File: src/rtl/nbload_scoreboard_pkg.sv
// Shared types for the non-blocking-load scoreboard: entry record, legacy CAM
// packet with a configurable tag width, and the rd-compare helper.
package nbload_scoreboard_pkg;

  localparam int RD_W = 5;

  localparam int NBLOAD_TAG_W = 2;

  typedef struct packed {
    logic            valid;
    logic            wb;
    logic [RD_W-1:0] rd;
  } nbload_entry_t;

  typedef struct packed {
    logic                    valid;
    logic                    wb;
    logic [NBLOAD_TAG_W-1:0] tag;
    logic [RD_W-1:0]         rd;
  } load_cam_pkt_t;

  // x0 never carries a hazard, so a zero rd never matches anything.
  function automatic logic rd_match(input logic [RD_W-1:0] a, input logic [RD_W-1:0] b);
    return (a != '0) && (a == b);
  endfunction

endpackage

File: src/rtl/nbload_scoreboard_if.sv
// Issue/LSU-side bundle of the non-blocking-load scoreboard.
interface nbload_scoreboard_if #(
  parameter int DEPTH      = 4,
  parameter int NUM_RET    = 2,
  parameter int NUM_LOOKUP = 6
) ();
  import nbload_scoreboard_pkg::*;
  localparam int TAG_W = $clog2(DEPTH);

  logic                                alloc_valid;
  logic [RD_W-1:0]                     alloc_rd;
  logic                                alloc_ready;
  logic [TAG_W-1:0]                    alloc_tag;
  logic                                kill_valid;
  logic [RD_W-1:0]                     kill_rd;
  logic                                cancel_valid;
  logic [TAG_W-1:0]                    cancel_tag;
  logic                                flush_all;
  logic [NUM_RET-1:0]                  ret_valid;
  logic [NUM_RET-1:0][TAG_W-1:0]       ret_tag;
  logic [NUM_RET-1:0]                  wb_valid;
  logic [NUM_RET-1:0][RD_W-1:0]        wb_rd;
  logic [NUM_LOOKUP-1:0][RD_W-1:0]     lookup_rd;
  logic [NUM_LOOKUP-1:0]               lookup_hit;
  logic                                busy;
  logic [TAG_W:0]                      count;
  logic                                err_spurious;
  logic                                err_overflow;

  modport master (
    output alloc_valid, alloc_rd, kill_valid, kill_rd, cancel_valid, cancel_tag,
           flush_all, ret_valid, ret_tag, lookup_rd,
    input  alloc_ready, alloc_tag, wb_valid, wb_rd, lookup_hit, busy, count,
           err_spurious, err_overflow
  );

  modport slave (
    input  alloc_valid, alloc_rd, kill_valid, kill_rd, cancel_valid, cancel_tag,
           flush_all, ret_valid, ret_tag, lookup_rd,
    output alloc_ready, alloc_tag, wb_valid, wb_rd, lookup_hit, busy, count,
           err_spurious, err_overflow
  );
endinterface

File: src/rtl/nbload_prio_enc.sv
// Lowest-set-index priority encoder; picks the free scoreboard entry to allocate.
module nbload_prio_enc #(
  parameter int DEPTH = 4
) (
  input  logic [DEPTH-1:0]         req,
  output logic [$clog2(DEPTH)-1:0] idx,
  output logic                     found
);
  localparam int TAG_W = $clog2(DEPTH);

  always_comb begin
    idx   = '0;
    found = |req;
    for (int i = DEPTH-1; i >= 0; i--) begin
      if (req[i]) idx = TAG_W'(i);
    end
  end
endmodule

File: src/rtl/nbload_scoreboard.sv
// Outstanding non-blocking-load tracker: tag allocation, WAW/flush kill of
// write-back, multi-channel returns and combinational RAW lookups.
module nbload_scoreboard
  import nbload_scoreboard_pkg::*;
#(
  parameter int DEPTH      = 4,
  parameter int NUM_RET    = 2,
  parameter int NUM_LOOKUP = 6
) (
  input logic                clk,
  input logic                rst_l,
  nbload_scoreboard_if.slave sb
);
  localparam int TAG_W = $clog2(DEPTH);

  nbload_entry_t                ent_q [DEPTH];
  nbload_entry_t                ent_d [DEPTH];
  logic [DEPTH-1:0]             free_vec;
  logic [DEPTH-1:0]             freed_vec;
  logic [TAG_W-1:0]             free_idx;
  logic                         free_any;
  logic                         alloc_fire;
  logic                         cancel_ok;
  logic                         spur_now;
  logic [NUM_RET-1:0]           wbv_d;
  logic [NUM_RET-1:0][RD_W-1:0] wbrd_d;
  logic [TAG_W:0]               cnt_d;
  logic [NUM_LOOKUP-1:0]        hit;

  for (genvar i = 0; i < DEPTH; i++) begin : g_free
    assign free_vec[i] = !ent_q[i].valid;
  end

  nbload_prio_enc #(.DEPTH(DEPTH)) u_prio (
    .req   (free_vec),
    .idx   (free_idx),
    .found (free_any)
  );

  // Flush drops a same-cycle allocation but leaves alloc_ready alone.
  assign alloc_fire     = sb.alloc_valid & free_any & !sb.flush_all;
  assign sb.alloc_ready = free_any;
  assign sb.alloc_tag   = free_idx;

  // Returns and cancel: walk channels in order so the lowest channel claims a
  // tag first; any later claim on the same tag is treated as spurious.
  always_comb begin
    freed_vec = '0;
    spur_now  = 1'b0;
    wbv_d     = '0;
    wbrd_d    = '0;
    cancel_ok = 1'b0;
    for (int k = 0; k < NUM_RET; k++) begin
      if (sb.ret_valid[k]) begin
        if (ent_q[sb.ret_tag[k]].valid && !freed_vec[sb.ret_tag[k]]) begin
          freed_vec[sb.ret_tag[k]] = 1'b1;
          wbv_d[k]  = ent_q[sb.ret_tag[k]].wb & !sb.flush_all
                    & !(sb.kill_valid && rd_match(sb.kill_rd, ent_q[sb.ret_tag[k]].rd))
                    & !(sb.cancel_valid && (sb.cancel_tag == sb.ret_tag[k]));
          wbrd_d[k] = ent_q[sb.ret_tag[k]].rd;
        end else begin
          spur_now = 1'b1;
        end
      end
    end
    if (sb.cancel_valid) begin
      if (ent_q[sb.cancel_tag].valid) begin
        cancel_ok = 1'b1;
        freed_vec[sb.cancel_tag] = 1'b1;
      end else begin
        spur_now = 1'b1;
      end
    end
  end

  // Next entry state. The allocated slot was free at the start of the cycle,
  // so it never collides with a slot being freed.
  always_comb begin
    cnt_d = '0;
    for (int i = 0; i < DEPTH; i++) begin
      ent_d[i] = ent_q[i];
      if (alloc_fire && (free_idx == TAG_W'(i))) begin
        ent_d[i].valid = 1'b1;
        ent_d[i].wb    = (sb.alloc_rd != '0);
        ent_d[i].rd    = sb.alloc_rd;
      end else if (freed_vec[i]) begin
        ent_d[i] = '0;
      end else if (ent_q[i].valid &&
                   (sb.flush_all ||
                    (sb.kill_valid && rd_match(sb.kill_rd, ent_q[i].rd)) ||
                    (alloc_fire && rd_match(sb.alloc_rd, ent_q[i].rd)))) begin
        ent_d[i].wb = 1'b0;
      end
      cnt_d = cnt_d + (TAG_W+1)'(ent_d[i].valid);
    end
  end

  // RAW lookup sees registered state only; no same-cycle forwarding.
  always_comb begin
    hit = '0;
    for (int j = 0; j < NUM_LOOKUP; j++) begin
      for (int i = 0; i < DEPTH; i++) begin
        if (ent_q[i].valid && ent_q[i].wb && rd_match(sb.lookup_rd[j], ent_q[i].rd))
          hit[j] = 1'b1;
      end
    end
  end
  assign sb.lookup_hit = hit;

  always_ff @(posedge clk or negedge rst_l) begin
    if (!rst_l) begin
      for (int i = 0; i < DEPTH; i++) ent_q[i] <= '0;
      sb.wb_valid     <= '0;
      sb.wb_rd        <= '0;
      sb.count        <= '0;
      sb.busy         <= 1'b0;
      sb.err_spurious <= 1'b0;
      sb.err_overflow <= 1'b0;
    end else begin
      for (int i = 0; i < DEPTH; i++) ent_q[i] <= ent_d[i];
      sb.wb_valid     <= wbv_d;
      sb.wb_rd        <= wbrd_d;
      sb.count        <= cnt_d;
      sb.busy         <= (cnt_d != '0);
      sb.err_spurious <= sb.err_spurious | spur_now;
      sb.err_overflow <= sb.err_overflow | (sb.alloc_valid & !free_any);
    end
  end

endmodule
File: src/flat_wrapper.sv
// flat-port wrapper written by rule: the top's interface ports become plain ports
module nbload_scoreboard_flat import nbload_scoreboard_pkg::*;
#(
  parameter int DEPTH      = 4,
  parameter int NUM_RET    = 2,
  parameter int NUM_LOOKUP = 6
)
  (clk, rst_l, sb_alloc_valid, sb_alloc_rd, sb_kill_valid, sb_kill_rd, sb_cancel_valid, sb_cancel_tag, sb_flush_all, sb_ret_valid, sb_ret_tag, sb_lookup_rd, sb_alloc_ready, sb_alloc_tag, sb_wb_valid, sb_wb_rd, sb_lookup_hit, sb_busy, sb_count, sb_err_spurious, sb_err_overflow);
  nbload_scoreboard_if #(.DEPTH(DEPTH), .NUM_RET(NUM_RET), .NUM_LOOKUP(NUM_LOOKUP)) sb_i ();
  input logic clk;
  input logic rst_l;
  input wire logic [$bits(sb_i.alloc_valid)-1:0] sb_alloc_valid;
  input wire logic [$bits(sb_i.alloc_rd)-1:0] sb_alloc_rd;
  input wire logic [$bits(sb_i.kill_valid)-1:0] sb_kill_valid;
  input wire logic [$bits(sb_i.kill_rd)-1:0] sb_kill_rd;
  input wire logic [$bits(sb_i.cancel_valid)-1:0] sb_cancel_valid;
  input wire logic [$bits(sb_i.cancel_tag)-1:0] sb_cancel_tag;
  input wire logic [$bits(sb_i.flush_all)-1:0] sb_flush_all;
  input wire logic [$bits(sb_i.ret_valid)-1:0] sb_ret_valid;
  input wire logic [$bits(sb_i.ret_tag)-1:0] sb_ret_tag;
  input wire logic [$bits(sb_i.lookup_rd)-1:0] sb_lookup_rd;
  output wire logic [$bits(sb_i.alloc_ready)-1:0] sb_alloc_ready;
  output wire logic [$bits(sb_i.alloc_tag)-1:0] sb_alloc_tag;
  output wire logic [$bits(sb_i.wb_valid)-1:0] sb_wb_valid;
  output wire logic [$bits(sb_i.wb_rd)-1:0] sb_wb_rd;
  output wire logic [$bits(sb_i.lookup_hit)-1:0] sb_lookup_hit;
  output wire logic [$bits(sb_i.busy)-1:0] sb_busy;
  output wire logic [$bits(sb_i.count)-1:0] sb_count;
  output wire logic [$bits(sb_i.err_spurious)-1:0] sb_err_spurious;
  output wire logic [$bits(sb_i.err_overflow)-1:0] sb_err_overflow;
  assign sb_i.alloc_valid = sb_alloc_valid;
  assign sb_i.alloc_rd = sb_alloc_rd;
  assign sb_i.kill_valid = sb_kill_valid;
  assign sb_i.kill_rd = sb_kill_rd;
  assign sb_i.cancel_valid = sb_cancel_valid;
  assign sb_i.cancel_tag = sb_cancel_tag;
  assign sb_i.flush_all = sb_flush_all;
  assign sb_i.ret_valid = sb_ret_valid;
  assign sb_i.ret_tag = sb_ret_tag;
  assign sb_i.lookup_rd = sb_lookup_rd;
  assign sb_alloc_ready = sb_i.alloc_ready;
  assign sb_alloc_tag = sb_i.alloc_tag;
  assign sb_wb_valid = sb_i.wb_valid;
  assign sb_wb_rd = sb_i.wb_rd;
  assign sb_lookup_hit = sb_i.lookup_hit;
  assign sb_busy = sb_i.busy;
  assign sb_count = sb_i.count;
  assign sb_err_spurious = sb_i.err_spurious;
  assign sb_err_overflow = sb_i.err_overflow;
  nbload_scoreboard #(.DEPTH(DEPTH), .NUM_RET(NUM_RET), .NUM_LOOKUP(NUM_LOOKUP)) u_core (.clk(clk), .rst_l(rst_l), .sb(sb_i));
endmodule
File: config.mk
export PLATFORM = sky130hd
export DESIGN_NAME = nbload_scoreboard_flat
export DESIGN_NICKNAME = d
export VERILOG_FILES = /design/src/rtl/nbload_scoreboard_pkg.sv /design/src/rtl/nbload_scoreboard_if.sv /design/src/rtl/nbload_prio_enc.sv /design/src/rtl/nbload_scoreboard.sv /design/src/flat_wrapper.sv
export SDC_FILE = /design/constraint.sdc
export NUM_CORES = 1
export LEC_CHECK = 0
export CORE_MARGIN = 1
export CORE_UTILIZATION = 40
export DETAILED_ROUTE_END_ITERATION = 16
export GPL_TIMING_DRIVEN = 0
export SKIP_LAST_GASP = 1
export SYNTH_ARGS = -nofsm -noshare
export SYNTH_HDL_FRONTEND = slang
export SYNTH_HIERARCHICAL = 1
export SYNTH_SLANG_ARGS = --single-unit
File: constraint.sdc
create_clock -name clk -period 10 [get_ports clk]
set_clock_uncertainty 0.1 [all_clocks]
set_input_delay 1 -clock clk [delete_from_list [all_inputs] [get_ports clk]]
set_output_delay 1 -clock clk [all_outputs]
set_load 0.1 [all_outputs]
==> summary.txt <==
Clock network
  • Clk root buf: clkbuf_16
  • Max Buffers Root-to-Sink: 2
  • Num CTS Buffers: 5
  • Hold Buf Count CTS: 0
  • Clock Latency Late Sink: 290 ps
  • Post-CTS Resized: 0
  • Setup repair bufs after CTS: 0
  • Clock slew at reported path FFs: ~70 ps
  • CTS tree: done
  • H-tree lvl count: 2
  • Clock Sinks: 46

Pwr
  • Net Sw Frac: 47.9%
  • Clock power frac: 13.2%
  • Pwr Density: roughly 240 nW/um^2
  • P_int: 0.666 mW
  • VDD IR-drop max: 0.000109 V
  • Reg power frac: a little over a fifth
  • Leak pwr: 2.03 nW
  • Fraction of power consumed by combinational cells: 65.6%
  • Switching power: between 0.6 and 0.7 mW
  • Power, Total: 1.28 mW

Cells and area
  • Design area: 5370 sq um
  • Area delta synth->final: 15.3%
  • Nets: 627
  • Finished Core Util: 47.3%
  • Layout cells sized above 1: 11.6%
  • Antenna cells: 0

Worst setup path
  • Worst Path Required: 8900 ps
  • CP Max Fanout: 4
  • Arr. time, crit path: 3790 ps
  • CP Capture Type: output port
  • Reg2reg start: u_core/ent_q[20]
  • Critical Path Source Type: input port
  • R2r endpoint: u_core/sb.busy
  • Reg2Reg Depth: 10
  • R2r setup slk: between 5000 and 6000 ps
  • CP Class: in2out

Die
  • Ports: 81
  • FP Rows: 39
  • Initial Utilization: 41.0%
  • Die Span Y: 110 um
  • CORE AREA: about 11000 sq um
  • Die extent in x: 110 um
  • Die footprint: 12100 sq um

STA
  • Max-slew violations: 0
  • Setup_tns: 0 ps
  • Final setup viols: 0
  • Final min period: 4890 ps
  • FMAX: slightly above 200 MHz
  • Final setup margin: 5110 ps
  • Unrepaired setup endpoints after global routing: no
  • Worst-Margin Slew: 1180 ps
  • Period utilization: 48.9%
  • Slew HR: 21.0%
  • Final hold vios: 0

Route
  • Detailed Route Iter0 Violations: 330
  • WL/cell: 20.5 um
  • Vias per cell: slightly below 6
  • First-pass detailed-route iteration total: 8
  • Drt total wl: 14.6 mm
  • Residual DRC count: 0
  • Post-DRT Antenna Nets: 0
  • Vias: 4134

Global routing
  • Met3 usage: 3.20%
  • GRT Overall Usage: between 20% and 30%
  • M2 GR Usage: 39.3%
  • First-pass GRT wire length: 21.9 mm
  • GRT overflow: 0
  • Initial antenna violation count: 0
  • Vias in the first global route: 3826
  • Met1 Usage GRT: 34.4%
  • Largest net degree at the start of global routing: 26
  • GRT busiest layer: met2

Synth
  • Post-Syn Nets: 582
  • Asr flop ratio synth: 100%
  • Synth Cell Area: 4660 sq um
  • Synth Warn #: 6
  • Netlist cell types: between 40 and 50
  • Gate Count Post-Synth: 525
  • Primary FF master, synth: dfrtp_1
  • Register bit total from synthesis: 46
  • Sequential share of the synthesized area: 24.7%
  • Avg Inst Size Synth: 8.88 sq um
  • EDFF count, synth: 0

Placed design
  • GP Congestion: 0.918
  • Placed Area: around 5200 sq um
  • Dpl ws: 5140 ps
  • Post-DP HPWL: 10.4 mm
  • PortBufs: 37

Hold path
  • Hold WC Path Type: reg2reg
  • HP Start: u_core/sb.err_overflow
  • Hold endpoint: u_core/sb.err_overflow
  • Hold depth: 1

Run
  • Max-cap violation count: 0

Status
  • Status: completed
==> critical path, cell delays in order <==
cell and delay [ps]:
clkdlybuf4s50_1 610, inv_1 130, a221o_1 310, nor4_1 300
nor4_1 100, a21oi_1 180, clkdlybuf4s50_1 1160
==> registers in the layout (all words and copies together), names as in the netlist <==
register                flops
u_core/ent_q               28
u_core/sb.wb_rd            10
u_core/sb.count             3
u_core/sb.wb_valid          2
u_core/sb.busy              1
u_core/sb.err_overflow      1
u_core/sb.err_spurious      1
==> power groups by stage <==
stage | registers [mW] | logic [mW] | clock network (mW)
6_report | 0.270 | 0.839 | 0.169
3_5_place_dp | 0.273 | 0.827 | 0
5_1_grt | 0.276 | 0.889 | 0.181
4_1_cts | 0.269 | 0.831 | 0.172
2_1_floorplan | 0.319 | 0.583 | 0
3_3_place_gp | 0.270 | 0.806 | 0
==> cell type report <==
type	instances	area (sq um)
flip-flops and latches	46	1150
inverters	22	82.6
repair buffers	38	385
well taps	143	179
clock inverters	3	25.0
multi-input cells	390	3110
clock buffers	5	125
fillers	1091	6000
plain buffers	67	312
==> routing by layer <==
layer	wire (um)	vias to the layer above	part of all wire [%]
met2	6800	219	47
met5	0	-	0
met4	362	0	2.5
li1	-	1896	-
met1	6210	1986	43
met3	1240	33	8.5
==> stage by stage <==
step	cells	hold WS, ps
2_1_floorplan	525	427
6_report	714	372
5_1_grt	714	407
3_3_place_gp	705	349
3_5_place_dp	706	354
4_1_cts	714	375
==> worst max-delay path by stage <==
stage                          start                to  slack (ps)  cells after the start
global placement    sb_lookup_rd[24]  sb_lookup_hit[4]        5190                      7
finish              sb_lookup_rd[24]  sb_lookup_hit[4]        5110                      7
CTS                 sb_lookup_rd[24]  sb_lookup_hit[4]        5130                      7
floorplan            u_core/ent_q[6]    u_core/sb.busy        4630                     11
detailed placement  sb_lookup_rd[24]  sb_lookup_hit[4]        5140                      7
global route        sb_lookup_rd[24]  sb_lookup_hit[4]        5010                      7
==> layout by cell type (no fill, tap or decap), types with 2 or more instances in the layout <==
cell and count:
a211oi_1 2, a21o_1 4, a21oi_1 11, a221o_1 2
a22o_1 20, a31oi_1 5, a32o_1 3, buf_1 11
buf_2 34, buf_6 2, clkbuf_1 20, clkbuf_16 5
clkdlybuf4s50_1 36, dfrtp_1 46, ha_1 2, inv_1 22
mux2i_1 2, mux4_2 13, nand2_1 12, nand2b_1 2
nand3_1 12, nand3b_1 3, nand4_1 25, nor2_1 12
nor2b_1 11, nor3_1 35, nor4_1 17, o21ai_0 4
o21ba_2 2, o221ai_1 2, o31ai_1 3, xnor2_1 124
xor2_1 47
==> cell usage after synthesis, types with 2 or more instances <==
| master | count | area [sq um] |
|---|---|---|
| o21ba_2 | 2 | 20.0 |
| a21oi_1 | 11 | 55.1 |
| o31ai_1 | 3 | 22.5 |
| a31oi_1 | 5 | 31.3 |
| nand3b_1 | 3 | 22.5 |
| nor2b_1 | 11 | 68.8 |
| nor3_1 | 35 | 175 |
| o221ai_1 | 2 | 17.5 |
| nor2_1 | 12 | 45.0 |
| xor2_1 | 47 | 412 |
| dfrtp_1 | 46 | 1150 |
| inv_1 | 22 | 82.6 |
| a21o_1 | 4 | 30.0 |
| mux4_2 | 13 | 293 |
| buf_1 | 11 | 41.3 |
| o21ai_0 | 4 | 20.0 |
| nand3_1 | 12 | 60.1 |
| nand2b_1 | 2 | 12.5 |
| a32o_1 | 3 | 30.0 |
| buf_6 | 2 | 22.5 |
| mux2i_1 | 2 | 20.0 |
| nand2_1 | 12 | 45.0 |
| xnor2_1 | 124 | 1090 |
| buf_2 | 33 | 165 |
| a22o_1 | 20 | 175 |
| nand4_1 | 25 | 156 |
| a211oi_1 | 2 | 15.0 |
| ha_1 | 2 | 25.0 |
| nor4_1 | 17 | 106 |
| clkbuf_1 | 20 | 75.1 |
| a221o_1 | 2 | 20.0 |
==> cells by family after synthesis <==
| family | count (synthesis) | share of synthesized area, % |
|---|---|---|
| buf+inv | 89 | 8.46 |
| compound gates | 67 | 11.2 |
| xor+xnor | 171 | 32.1 |
| simple gates | 133 | 15.6 |
| fa+ha+maj | 3 | 0.967 |
| mux | 16 | 6.95 |
| flops | 46 | 24.7 |
No activity file was read; power rests on OpenSTA's default activity.
